--- config.mk ---
export PLATFORM = sky130hd
export DESIGN_NAME = req_ack_responder_flat
export DESIGN_NICKNAME = d
export VERILOG_FILES = /design/src/rtl/req_ack_if.sv /design/src/rtl/req_ack_responder.sv /design/src/flat_wrapper.sv
export SDC_FILE = /design/constraint.sdc
export NUM_CORES = 1
export LEC_CHECK = 0
export ABC_AREA = 1
export CORE_MARGIN = 10
export CORE_UTILIZATION = 45
export DETAILED_ROUTE_END_ITERATION = 10
export PLACE_DENSITY = 0.74
export SLEW_MARGIN = 20
export SYNTH_ARGS = -nofsm -noshare
export SYNTH_HDL_FRONTEND = slang
export SYNTH_SLANG_ARGS = --single-unit
--- constraint.sdc ---
create_clock -name clk -period 3 [get_ports clk]
set_input_delay 0.6 -clock clk [delete_from_list [all_inputs] [get_ports clk]]
set_output_delay 0.6 -clock clk [all_outputs]
set_load 0.02 [all_outputs]
--- src/rtl/req_ack_if.sv ---
// req_ack_if: request/acknowledge bundle between a requester and the
// req_ack_responder.
//
// Parameters
//   ID_W      - request tag width
//   CNT_W     - completed-ack counter width
//   ACK_DELAY - responder latency; sizes the outstanding-request count
//
// Signals
//   en, req, req_id                    - requester -> responder
//   ack, ack_id, busy, outstanding,
//   ack_count, err_drop                - responder -> requester
//
// Modports
//   master - requester side
//   slave  - responder side
interface req_ack_if #(
    parameter int ID_W      = 4,
    parameter int CNT_W     = 8,
    parameter int ACK_DELAY = 3
);
    localparam int OUT_W = $clog2(ACK_DELAY + 1);

    logic             en;
    logic             req;
    logic [ID_W-1:0]  req_id;
    logic             ack;
    logic [ID_W-1:0]  ack_id;
    logic             busy;
    logic [OUT_W-1:0] outstanding;
    logic [CNT_W-1:0] ack_count;
    logic             err_drop;

    modport master (
        output en, req, req_id,
        input  ack, ack_id, busy, outstanding, ack_count, err_drop
    );

    modport slave (
        input  en, req, req_id,
        output ack, ack_id, busy, outstanding, ack_count, err_drop
    );
endinterface

--- src/rtl/req_ack_responder.sv ---
// req_ack_responder: answers every accepted request with a one-cycle ack
// pulse exactly ACK_DELAY clock edges after the request was sampled,
// echoing the request tag. It tracks in-flight requests, counts completed
// acks (saturating) and flags refused requests in single-outstanding mode.
//
// Parameters
//   ACK_DELAY - edges from req sample to ack sample (1..16)
//   PIPELINED - 1: accept a request every edge; 0: one request in flight
//   ID_W      - tag width
//   CNT_W     - ack counter width
//
// Ports
//   clk  - clock, all state on the rising edge
//   rst  - asynchronous active-high reset
//   bus  - req_ack_if slave modport (en/req/req_id in; ack/ack_id/busy/
//          outstanding/ack_count/err_drop out)
module req_ack_responder #(
    parameter int ACK_DELAY = 3,
    parameter int PIPELINED = 1,
    parameter int ID_W      = 4,
    parameter int CNT_W     = 8
) (
    input  logic      clk,
    input  logic      rst,
    req_ack_if.slave  bus
);
    localparam int OUT_W = $clog2(ACK_DELAY + 1);

    logic            req_en;
    logic            accept;
    logic            drop_nxt;
    logic            ack_w;
    logic [ID_W-1:0] ack_id_w;

    assign req_en = bus.req && bus.en;

    if (PIPELINED != 0) begin : g_pipe
        // Delay line: entry 0 is loaded at the accepting edge, the last
        // entry is the registered ack itself, so the ack is sampled
        // ACK_DELAY edges after the request.
        logic [ACK_DELAY-1:0] vld_q, vld_d;
        logic [ID_W-1:0]      id_q [ACK_DELAY];
        logic [ID_W-1:0]      id_d [ACK_DELAY];

        always_comb begin
            accept   = req_en;
            drop_nxt = 1'b0;
            vld_d[0] = req_en;
            // Idle entries carry a zero tag so ack_id reads 0 without ack.
            id_d[0]  = req_en ? bus.req_id : '0;
            for (int i = 1; i < ACK_DELAY; i++) begin
                vld_d[i] = vld_q[i-1];
                id_d[i]  = id_q[i-1];
            end
        end

        always_ff @(posedge clk or posedge rst) begin
            if (rst) begin
                vld_q <= '0;
                for (int i = 0; i < ACK_DELAY; i++) id_q[i] <= '0;
            end else begin
                vld_q <= vld_d;
                for (int i = 0; i < ACK_DELAY; i++) id_q[i] <= id_d[i];
            end
        end

        assign ack_w    = vld_q[ACK_DELAY-1];
        assign ack_id_w = id_q[ACK_DELAY-1];
    end else begin : g_fsm
        localparam int CW = $clog2(ACK_DELAY + 1);
        localparam logic [1:0] S_IDLE = 2'd0;
        localparam logic [1:0] S_WAIT = 2'd1;
        localparam logic [1:0] S_ACK  = 2'd2;

        logic [1:0]      state_q, state_d;
        logic [CW-1:0]   cnt_q, cnt_d;
        logic [ID_W-1:0] tag_q, tag_d;
        logic            ack_q, ack_d;
        logic [ID_W-1:0] ack_id_q, ack_id_d;

        always_comb begin
            state_d  = state_q;
            cnt_d    = cnt_q;
            tag_d    = tag_q;
            ack_d    = 1'b0;
            ack_id_d = '0;
            accept   = 1'b0;
            drop_nxt = 1'b0;

            case (state_q)
                S_WAIT: begin
                    if (cnt_q == CW'(1)) begin
                        state_d  = S_ACK;
                        ack_d    = 1'b1;
                        ack_id_d = tag_q;
                    end else begin
                        cnt_d = cnt_q - CW'(1);
                    end
                end
                default: state_d = S_IDLE;
            endcase

            // A new request is taken in IDLE or on the edge leaving ACK;
            // anything arriving while waiting is refused and reported.
            if (req_en) begin
                if (state_q != S_WAIT) begin
                    accept = 1'b1;
                    if (ACK_DELAY == 1) begin
                        state_d  = S_ACK;
                        ack_d    = 1'b1;
                        ack_id_d = bus.req_id;
                    end else begin
                        state_d = S_WAIT;
                        cnt_d   = CW'(ACK_DELAY - 1);
                        tag_d   = bus.req_id;
                    end
                end else begin
                    drop_nxt = 1'b1;
                end
            end
        end

        always_ff @(posedge clk or posedge rst) begin
            if (rst) begin
                state_q  <= S_IDLE;
                cnt_q    <= '0;
                tag_q    <= '0;
                ack_q    <= 1'b0;
                ack_id_q <= '0;
            end else begin
                state_q  <= state_d;
                cnt_q    <= cnt_d;
                tag_q    <= tag_d;
                ack_q    <= ack_d;
                ack_id_q <= ack_id_d;
            end
        end

        assign ack_w    = ack_q;
        assign ack_id_w = ack_id_q;
    end

    // Bookkeeping shared by both modes: the ack currently on the output is
    // the one sampled at the coming edge, so it retires there.
    logic [OUT_W-1:0] outstanding_q, outstanding_d;
    logic [CNT_W-1:0] ack_count_q, ack_count_d;
    logic             err_drop_q, err_drop_d;

    always_comb begin
        outstanding_d = outstanding_q;
        case ({accept, ack_w})
            2'b10:   outstanding_d = outstanding_q + OUT_W'(1);
            2'b01:   outstanding_d = outstanding_q - OUT_W'(1);
            default: outstanding_d = outstanding_q;
        endcase

        ack_count_d = ack_count_q;
        if (ack_w && (ack_count_q != '1)) ack_count_d = ack_count_q + CNT_W'(1);

        err_drop_d = drop_nxt;
    end

    always_ff @(posedge clk or posedge rst) begin
        if (rst) begin
            outstanding_q <= '0;
            ack_count_q   <= '0;
            err_drop_q    <= 1'b0;
        end else begin
            outstanding_q <= outstanding_d;
            ack_count_q   <= ack_count_d;
            err_drop_q    <= err_drop_d;
        end
    end

    assign bus.ack         = ack_w;
    assign bus.ack_id      = ack_id_w;
    assign bus.busy        = (outstanding_q != '0);
    assign bus.outstanding = outstanding_q;
    assign bus.ack_count   = ack_count_q;
    assign bus.err_drop    = err_drop_q;
endmodule

--- src/flat_wrapper.sv ---
// flat-port wrapper written by rule: the top's interface ports become plain ports
module req_ack_responder_flat 
#(
    parameter int ACK_DELAY = 3,
    parameter int PIPELINED = 1,
    parameter int ID_W      = 4,
    parameter int CNT_W     = 8
)
  (clk, rst, bus_en, bus_req, bus_req_id, bus_ack, bus_ack_id, bus_busy, bus_outstanding, bus_ack_count, bus_err_drop);
  req_ack_if #(.ID_W(ID_W), .CNT_W(CNT_W), .ACK_DELAY(ACK_DELAY)) bus_i ();
  input  logic clk;
  input  logic rst;
  input wire logic [$bits(bus_i.en)-1:0] bus_en;
  input wire logic [$bits(bus_i.req)-1:0] bus_req;
  input wire logic [$bits(bus_i.req_id)-1:0] bus_req_id;
  output wire logic [$bits(bus_i.ack)-1:0] bus_ack;
  output wire logic [$bits(bus_i.ack_id)-1:0] bus_ack_id;
  output wire logic [$bits(bus_i.busy)-1:0] bus_busy;
  output wire logic [$bits(bus_i.outstanding)-1:0] bus_outstanding;
  output wire logic [$bits(bus_i.ack_count)-1:0] bus_ack_count;
  output wire logic [$bits(bus_i.err_drop)-1:0] bus_err_drop;
  assign bus_i.en = bus_en;
  assign bus_i.req = bus_req;
  assign bus_i.req_id = bus_req_id;
  assign bus_ack = bus_i.ack;
  assign bus_ack_id = bus_i.ack_id;
  assign bus_busy = bus_i.busy;
  assign bus_outstanding = bus_i.outstanding;
  assign bus_ack_count = bus_i.ack_count;
  assign bus_err_drop = bus_i.err_drop;
  req_ack_responder #(.ACK_DELAY(ACK_DELAY), .PIPELINED(PIPELINED), .ID_W(ID_W), .CNT_W(CNT_W)) u_core (.clk(clk), .rst(rst), .bus(bus_i));
endmodule
==> results.txt <==
Total core area -> 2170 sq um
Number of global-route vias before repair -> 668
Clock Root Buffer -> clkbuf_4
FP Rows -> 17
Max_cap viols -> 0
Net Sw Frac -> 33.4%
GR Overflow Total -> 0
Die Area -> 4530 sq um
Via count -> 708
Setup total negative slack -> 0 ns
CTS tree -> done
Die W -> 67.3 microns
Synthesis-stage register bit count -> 25
Seq/Total Area, Yosys -> 62.1%
Max-slew violations -> 0
Status -> completed
P_int -> 575 uW
Grt met3 use -> 4.13%
Initial antenna violation count -> 0
Worst Hold Path EP -> u_core.g_pipe.vld_q[2]$_DFF_PP0_
PostCTS Resize Cnt -> 0
Crit Reg-Reg Startpoint -> u_core.g_pipe.vld_q[2]$_DFF_PP0_
CTS max path bufs -> 2
P&R area growth vs syn -> 28.7%
Routing usage on met1 -> 10.7%
Skew-Pair Late Insertion Delay -> 0.31 ns
Worst Hold Class -> reg2reg
GRT Util Overall -> 8.95%
Io pins -> 25
Setup slack, reg-to-reg -> 1.65 ns
Largest net degree at the start of global routing -> 26
Vias per Instance -> 4.60
Initial Util -> 46.4%
CP peak stage delay -> 0.55 ns
CP top delay family -> buffers and inverters
Data arrival time of the worst path -> 1.61 ns
Post-route clock period utilization -> 73.6%
Detailed Place HPWL -> 1410 microns
Clk_skew -> 0.00762 ns
Least-Margin Pin Slew -> 0.901 ns
RSZ-0062 raised after global routing -> no
Ys Warns -> 0
H-tree depth -> 1
Post CTS Setup Buffer Count -> 0
Gate Count Post-Synth -> 100
Reg clk slew, reported paths -> 0.14 ns
Critical path required time -> 2.40 ns
CP Capture Type -> output pin
Crit Path Category -> reg2out
DRC viols -> 0
Power Dens Cells -> 666 nW/um^2
Register Area -> 626 sq um
Final setup viols -> 0
Total Power -> 863 uW
Synth Area per Inst -> 10.1 sq um
Post-route ant nets -> 0
Post-Route WL -> 1790 microns
Critical R2R Capture -> u_core.bus.outstanding[1]$_DFFE_PP0P_
Placer congestion estimate -> 0.713
Psw -> 288 uW
Final Hold Fails -> 0
Reg power frac -> 51.0%
Unique cell type count in the Yosys netlist -> 17
Post-layout nets -> 137
Port Buffers -> 23
Crit path time final -> 2.21 ns
Share of cells above drive strength 1 -> 11.1%
Hold Path Stages -> 0
Antenna cells -> 0
Peak VDD IR -> 476 uV
Die Span Y -> 67.3 microns
Comb power frac -> 31.5%
First-pass GRT wire length -> 3150 microns
Cell Chain, Critical Path -> or2_2 -> clkdlybuf4s50_1
Multi-input gate area -> 322 sq um
Leak -> 0.643 nW
HP Start -> u_core.g_pipe.vld_q[1]$_DFF_PP0_
Worst R2R Path Depth -> 4
Routed len/inst -> 11.6 microns
FILL cells -> 188
Worst-path fanout max -> 5
Clock Sinks -> 25
Worst rel slew slack -> 39.9%
FMAX -> 453 MHz
Met2 GRT Util -> 14.0%
GR peak layer -> met2
Post-synth net total -> 110
Most frequent cells in the layout -> nand2_1 (25), dfrtp_1 (25), clkdlybuf4s50_1 (23)
Worst path bufs/invs -> 1
Clock network fraction of total power -> 17.6%
Post-synthesis cell area -> 1010 sq um
Critical Path Source Type -> flip-flop
CTS Hold Buffers Added -> 0
Detailed Route Iter0 Violations -> 28
CTS Buf Count -> 3
CP max-delay cell -> clkdlybuf4s50_1
TritonRoute pass-1 iters -> 4
-- worst register-to-register path, delay by kind of cell (launching register included) --
| family | cells | cell delay [ns] |
|---|---|---|
| adders and majority gates | 1 | 0.27 |
| DFF | 1 | 0.53 |
| and+or+nand+nor | 2 | 0.37 |
| xor gates and xnor gates | 1 | 0.11 |
-- metal layers --
layer | vias to the layer above | wire length [microns]
met1 | 335 | 784
met2 | 17 | 848
li1 | 354 | -
met5 | - | 0
met4 | 0 | 12
met3 | 2 | 140
-- worst max-delay path by stage --
stage	startpoint	end	slack [ns]	cells after the start
after floorplan	u_core.bus.outstanding[0]$_DFFE_PP0P_	bus_busy	1.56	1
after global placement	bus_req	u_core.bus.outstanding[1]$_DFFE_PP0P_	1.08	6
after detailed placement	bus_en	u_core.bus.outstanding[1]$_DFFE_PP0P_	1.0	6
after CTS	u_core.bus.outstanding[0]$_DFFE_PP0P_	bus_busy	0.77	2
after global routing	u_core.g_pipe.vld_q[2]$_DFF_PP0_	bus_ack	0.71	1
final	u_core.bus.outstanding[0]$_DFFE_PP0P_	bus_busy	0.79	2
-- cell type report --
cell class	instances	share of cell area, %
Timing Repair Buffer	23	17.8
Clock inverter	1	0.676
Inverter	14	4.05
Multi-Input combinational cell	60	24.8
Clock buffer	3	1.74
Sequential cell	25	48.3
Tap cell	28	2.70
-- power groups by stage --
stage                     sequential (mW)  clock, mW  combinational, mW
after global placement              0.443          0              0.270
after floorplan                     0.487          0              0.101
after CTS                           0.440      0.162              0.277
after detailed placement            0.445          0              0.278
final                               0.440      0.152              0.272
after global routing                0.451      0.177              0.295
-- synthesized netlist by cell type --
library cell	number	area (sq um)
nand2_2	1	6.26
xnor2_1	3	26.3
nor2_4	1	11.3
nor2_1	8	30.0
buf_4	1	7.51
or2_2	2	12.5
inv_1	14	52.6
dfrtp_1	25	626
conb_1	1	3.75
nor2_2	3	18.8
nand3_1	7	35.0
o21ai_2	1	8.76
nand2_1	25	93.8
a21oi_1	1	5.00
nand2_4	2	22.5
nand3b_1	3	22.5
ha_1	2	25.0
-- metrics by stage --
step	instance area [sq um]	utilization [%]	hold slack, ns	setup WS [ns]	std cells
2_1_floorplan	1010	-	0.331	1.56	100
6_report	1300	59.7	0.361	0.791	154
3_5_place_dp	1260	58.3	0.335	0.999	150
3_3_place_gp	1260	58.3	0.331	1.08	150
4_1_cts	1300	59.7	0.363	0.767	154
5_1_grt	1300	59.7	0.374	0.706	154
-- cell families (layout without fill, tap and decap cells) --
logic type      after synthesis  in the layout  share of synthesized area [%]
flops                        25             25                           62.1
fa+ha+maj                     2              2                           2.48
xor+xnor                      3              3                           2.61
buf+inv                      15             41                           5.96
compound gates                2              2                           1.37
other cells                   1              1                          0.372
simple gates                 52             52                           25.1
-- sequential cells by signal, indices dropped and copies added (netlist names) --
signal	count
u_core.g_pipe.id_d	8
u_core.bus.ack_count	8
u_core.bus.outstanding	2
u_core.g_pipe.vld_q	3
u_core.bus.ack_id	4
No activity file was read; power rests on OpenSTA's default activity.
==> edit 1, RTL diff (same flow settings) <==
`ID_W` is set to 4 in 3 places; all go to 5.
--- a/src/rtl/req_ack_if.sv
+++ b/src/rtl/req_ack_if.sv
@@ -15,7 +15,7 @@
 //   master - requester side
 //   slave  - responder side
 interface req_ack_if #(
-    parameter int ID_W      = 4,
+    parameter int ID_W      = 5,
     parameter int CNT_W     = 8,
     parameter int ACK_DELAY = 3
 );
--- a/src/rtl/req_ack_responder.sv
+++ b/src/rtl/req_ack_responder.sv
@@ -17,7 +17,7 @@
 module req_ack_responder #(
     parameter int ACK_DELAY = 3,
     parameter int PIPELINED = 1,
-    parameter int ID_W      = 4,
+    parameter int ID_W      = 5,
     parameter int CNT_W     = 8
 ) (
     input  logic      clk,
--- a/src/flat_wrapper.sv
+++ b/src/flat_wrapper.sv
@@ -3,7 +3,7 @@
 #(
     parameter int ACK_DELAY = 3,
     parameter int PIPELINED = 1,
-    parameter int ID_W      = 4,
+    parameter int ID_W      = 5,
     parameter int CNT_W     = 8
 )
   (clk, rst, bus_en, bus_req, bus_req_id, bus_ack, bus_ack_id, bus_busy, bus_outstanding, bus_ack_count, bus_err_drop);
Ports: changed (resized bus_ack_id and bus_req_id); port bits go from 25 to 27. The function was not compared with the original's and may differ.
==> edit 1 against the unedited design <==
- global-route usage rose by 0.55 points
- power rose by 15%
- via count rose by 4.4%
- worst setup slack improved by 0.0066 ns
- count of clock-buffer cells in the layout did not move
- clock skew fell by 0.0052 ns
- synthesized cell count rose by 4.0%
- final area rose by 9.1%
- sequential cell count rose by 3
- die area rose by 4.8%
- routed wire length rose by 6.6%
- critical path type unchanged
- area after synthesis rose by 6.8%
==> edit 1: results (changes against the unedited design) <==
Parameter                              Value

Detailed routing
  Number of detailed-routing iterations run before antenna repair ... 3 (-1)
  Average wire per standard cell ... 11.8 um (+1.9%)
  Count of vias placed by the detailed router ... 739 (+4.4%)
  Drt total wl ... 1900 um (+6.6%)
  Starting DRC count in detailed routing ... 43 (+54%)

Final layout
  Net total in the final layout ... 145 (+5.8%)
  Area used by multi-input combinational logic ... 305 um2 (-5.1%)
  Number of fill cells in the layout ... 203 (+8.0%)
  Fraction of layout instances using a drive strength above 1 ... 0.0977 (-0.0134)

Synth
  Post-synth cell types ... 19 (+2)
  Synthesized instance count ... 104 (+4.0%)
  Most frequent cells after synthesis ... sky130_fd_sc_hd__dfrtp_1, sky130_fd_sc_hd__nand2_1, sky130_fd_sc_hd__inv_1, sky130_fd_sc_hd__nor2_1, sky130_fd_sc_hd__xnor2_1
  Top cells by area, synth ... sky130_fd_sc_hd__dfrtp_1, sky130_fd_sc_hd__nand2_1, sky130_fd_sc_hd__inv_1
  Number of nets in the synthesized netlist ... 115 (+4.5%)
  Portion of the post-synthesis area used by sequential elements ... 0.651 (+0.0300)

Power
  Clock network power ... 0.237 mW (+56%)
  Net switching power ... 0.294 mW (+2.2%)
  Maximum vdd ir drop ... 513 uV (+7.9%)
  Leakage dissipation ... 0.717 nW (+12%)
  Power in combinational cells ... 0.267 mW (-2%)
  Sequential logic power ... 0.485 mW (+10%)

Critical path
  Worst R2R End ... u_core.bus.ack_count[5]$_DFFE_PP0P_
  Reg2reg path depth ... 8 (+4)
  Start of the worst register-to-register path ... u_core.bus.ack_count[0]$_DFFE_PP0P_
  Library cell contributing the largest single delay on the critical path ... sky130_fd_sc_hd__clkdlybuf4s50_1
  Stage delay of the slowest cell on the critical path ... 0.55 ns (about the same)
  R2R Setup Slk ... 1.62 ns (-0.03 ns)

Placed design
  Placed inst area ... 0.00136 mm2 (+7.6%)
  Detailed-placement wirelength estimate ... 1500 um (+6.7%)
  Total instance count after detailed placement ... 157 (+4.7%)
  Setup WS pre-CTS ... 0.951 ns (-0.0488 ns)
  Port buffer count ... 25 (+8.7%)
  RD Place Congestion ... 0.843 (+18%)

GRT
  Number of global-route vias before repair ... 818 (+22%)
  Pin count of the biggest net entering global routing ... 29 (+12%)
  Global-route wire length before repair ... 3450 um (+9.7%)
  Total Routing Usage GR ... 0.0949 (+0.00548)

Min path
  Hold wc startpoint ... u_core.g_pipe.id_d[1]$_DFF_PP0_
  Hold-critical path endpoint ... u_core.bus.ack_id[1]$_DFF_PP0_

Clocking
  Number of H-tree levels ... 1 (unchanged)
  Clock buffer count from CTS ... 3 (unchanged)
  Root Buffer Master ... sky130_fd_sc_hd__clkbuf_4
  Clock transition at the register clock pins on the worst setup and hold paths after CTS ... 0.14 ns (about the same)

Outcome
  Result of the run ... finished, final reports clean

Timing
  Max Clk Rate ... 0.454 GHz (+0.30%)
  Clock skew ... 0.00247 ns (-0.00515 ns)
  Worst hold margin ... 0.365 ns (+0.00450 ns)
[edit 1: changes by cell type after synthesis, sizes merged]
cell | before | now
nand3 | 7 | 3
dfrtp | 25 | 28
nand3b | 3 | 0
inv | 14 | 16
nand2 | 28 | 30
nand4 | 0 | 2
a21oi | 1 | 2
o21ai | 1 | 2
or2 | 2 | 1
xnor2 | 3 | 4
[edit 1: cell families after synthesis]
kind of cell	count (synthesis)	share of synthesized area
simple gates	48	0.206
flops	28	0.651
buf+inv	17	0.0651
fa+ha+maj	2	0.0233
other cells	1	0.00349
xor+xnor	4	0.0326
compound gates	4	0.0186
[edit 1: routing by layer]
layer	wire length (um)	track usage	part of all wire
met1	789	0.102	0.41
met2	939	0.167	0.49
met4	11	0.0320	0.0058
met3	161	0.0370	0.085
met5	0	0	0
[edit 1: final cells by class]
type,instances,area share
Clock buffer,3,0.0159
Clock inverter,1,0.0212
Timing Repair Buffer,26,0.182
Tap cell,28,0.0248
Multi-Input combinational cell,59,0.216
Inverter,16,0.0442
Sequential cell,28,0.496
==> edit 2, RTL diff (config.mk and constraints unchanged) <==
Without the edit above. Reset style: synchronous (`rst`), changed in 3 clocked blocks. Comments in the files are not updated.
--- a/src/rtl/req_ack_responder.sv
+++ b/src/rtl/req_ack_responder.sv
@@ -54,7 +54,7 @@
             end
         end
 
-        always_ff @(posedge clk or posedge rst) begin
+        always_ff @(posedge clk) begin
             if (rst) begin
                 vld_q <= '0;
                 for (int i = 0; i < ACK_DELAY; i++) id_q[i] <= '0;
@@ -120,7 +120,7 @@
             end
         end
 
-        always_ff @(posedge clk or posedge rst) begin
+        always_ff @(posedge clk) begin
             if (rst) begin
                 state_q  <= S_IDLE;
                 cnt_q    <= '0;
@@ -160,7 +160,7 @@
         err_drop_d = drop_nxt;
     end
 
-    always_ff @(posedge clk or posedge rst) begin
+    always_ff @(posedge clk) begin
         if (rst) begin
             outstanding_q <= '0;
             ack_count_q   <= '0;
Function: differs if rst is asserted again (counterexample within 4 cycles, from zero or initial values and one cycle with rst high); with rst held inactive, the same outputs for 10 cycles.
==> edit 2 against the unedited design <==
- synthesized cell count grew 36%
- worst setup slack gained 0.061 ns
- via count grew 16%
- register-to-register slack lost 0.12 ns
- area after synthesis shrank 0.25%
- sequential cell count is the same
- routed wire length shrank 0.34%
- final area shrank 2.0%
- critical endpoint is now bus_ack
- largest cell class unchanged
Power is not compared: it rests on default switching activity, and its combinational part moved more than twofold at a synthesized area within 25%.
==> edit 2: results (changes against the unedited design) <==
Parameter                              Value

Outcome
  Result of the run ... finished, final reports clean

Timing
  Setup ws final ... 0.853 ns (+0.0613 ns)
  Worst hold margin ... 0.411 ns (+0.0496 ns)
  Clock skew ... 0.00300 ns (-0.00462 ns)

Final layout
  Register share of the cell area ... 0.394 (-0.0885)
  Multi-input gates ... 81 (+35%)
  ClkCell Share ... 0.0236 (-0.000486)
  Area taken by flip-flops and latches ... 500 um2 (-20%)
  Data buffer area share ... 0.181 (+0.00367)
  Number of signal-net inverters in the final layout ... 26 (+12)
  Net total in the final layout ... 170 (+24%)
  Multi-input combinational area share ... 0.297 (+0.0485)

Synth
  Portion of the post-synthesis area used by sequential elements ... 0.498 (-0.123)
  Post-synth cell types ... 21 (+4)
  Async set-reset flop share out of synthesis ... 0 (-1.00)
  Synthesized-area fraction occupied by ao, oa, aoi and oai cells ... 0.0349 (+0.0212)
  Number of nets in the synthesized netlist ... 146 (+33%)
  Average size of a mapped cell ... 7.39 um2 (-27%)
  Top cells by area, synth ... sky130_fd_sc_hd__dfxtp_1, sky130_fd_sc_hd__nor2_1, sky130_fd_sc_hd__nand2_1
  Most frequent cells after synthesis ... sky130_fd_sc_hd__nor2_1, sky130_fd_sc_hd__nand2_1, sky130_fd_sc_hd__dfxtp_1, sky130_fd_sc_hd__inv_1, sky130_fd_sc_hd__a21oi_1
  Parity-gate share of the synthesized area counting xor and xnor cells ... 0.00872 (-0.0174)

Min path
  Hold wc startpoint ... u_core.g_pipe.id_q[0][1]$_SDFF_PP0_
  Hold Path Depth ... 2 (+2)

Placed design
  Placed inst area ... 0.00124 mm2 (-2.0%)
  Total instance count after detailed placement ... 183 (+22%)
  RD Place Congestion ... 0.708 (-0.72%)
  Detailed-placement wirelength estimate ... 1460 um (+3.3%)
  Setup WS pre-CTS ... 0.945 ns (-0.0542 ns)

Detailed routing
  Drt total wl ... 1780 um (-0.34%)
  Routed wire length on met2 ... 870 um (+2.6%)
  Starting DRC count in detailed routing ... 38 (+36%)
  Count of vias placed by the detailed router ... 821 (+16%)
  Detailed route wirelength on metal3 ... 138 um (-1.4%)
  Met1 wire length ... 761 um (-2.9%)

GRT
  Met3 routing resource usage after global routing ... 0.0331 (-0.00826)
  GR Util met1 ... 0.0943 (-0.0123)
  Total Routing Usage GR ... 0.0883 (-0.00111)
  Number of global-route vias before repair ... 783 (+17%)
  Global routing met2 resource utilization ... 0.156 (+0.0166)
  Global-route wire length before repair ... 3200 um (+1.7%)

Critical path
  Worst endpoint data arrival time ... 1.55 ns (-0.06 ns)
  Start of the worst register-to-register path ... u_core.g_pipe.vld_q[2]$_SDFF_PP0_
  Crit-path max FO ... 11 (+6)
  Critical path startpoint category ... register
  Worst R2R End ... u_core.bus.outstanding[1]$_SDFFE_PP0P_
  R2R Setup Slk ... 1.53 ns (-0.12 ns)
  Setup crit end ... bus_ack
  Stage delay of the slowest cell on the critical path ... 0.68 ns (+0.13 ns)
edit 2: cell count changes in the layout (fill, tap and decap cells not counted), moves of 3 or more:
| cell | unedited run | this run |
|---|---|---|
| sky130_fd_sc_hd__dfrtp_1 | 25 | 0 |
| sky130_fd_sc_hd__dfxtp_1 | 0 | 25 |
| sky130_fd_sc_hd__nor2_1 | 8 | 30 |
| sky130_fd_sc_hd__inv_1 | 14 | 25 |
| sky130_fd_sc_hd__a21oi_1 | 1 | 6 |
| sky130_fd_sc_hd__xnor2_1 | 3 | 0 |
edit 2: power by group through the flow:
stage	clock network, mW	logic [mW]	registers (mW)
6_report	0.145	0.0485	0.343
2_1_floorplan	0	0.0227	0.354
5_1_grt	0.167	0.0544	0.345
4_1_cts	0.154	0.0494	0.344
3_3_place_gp	0	0.0479	0.350
3_5_place_dp	0	0.0492	0.351
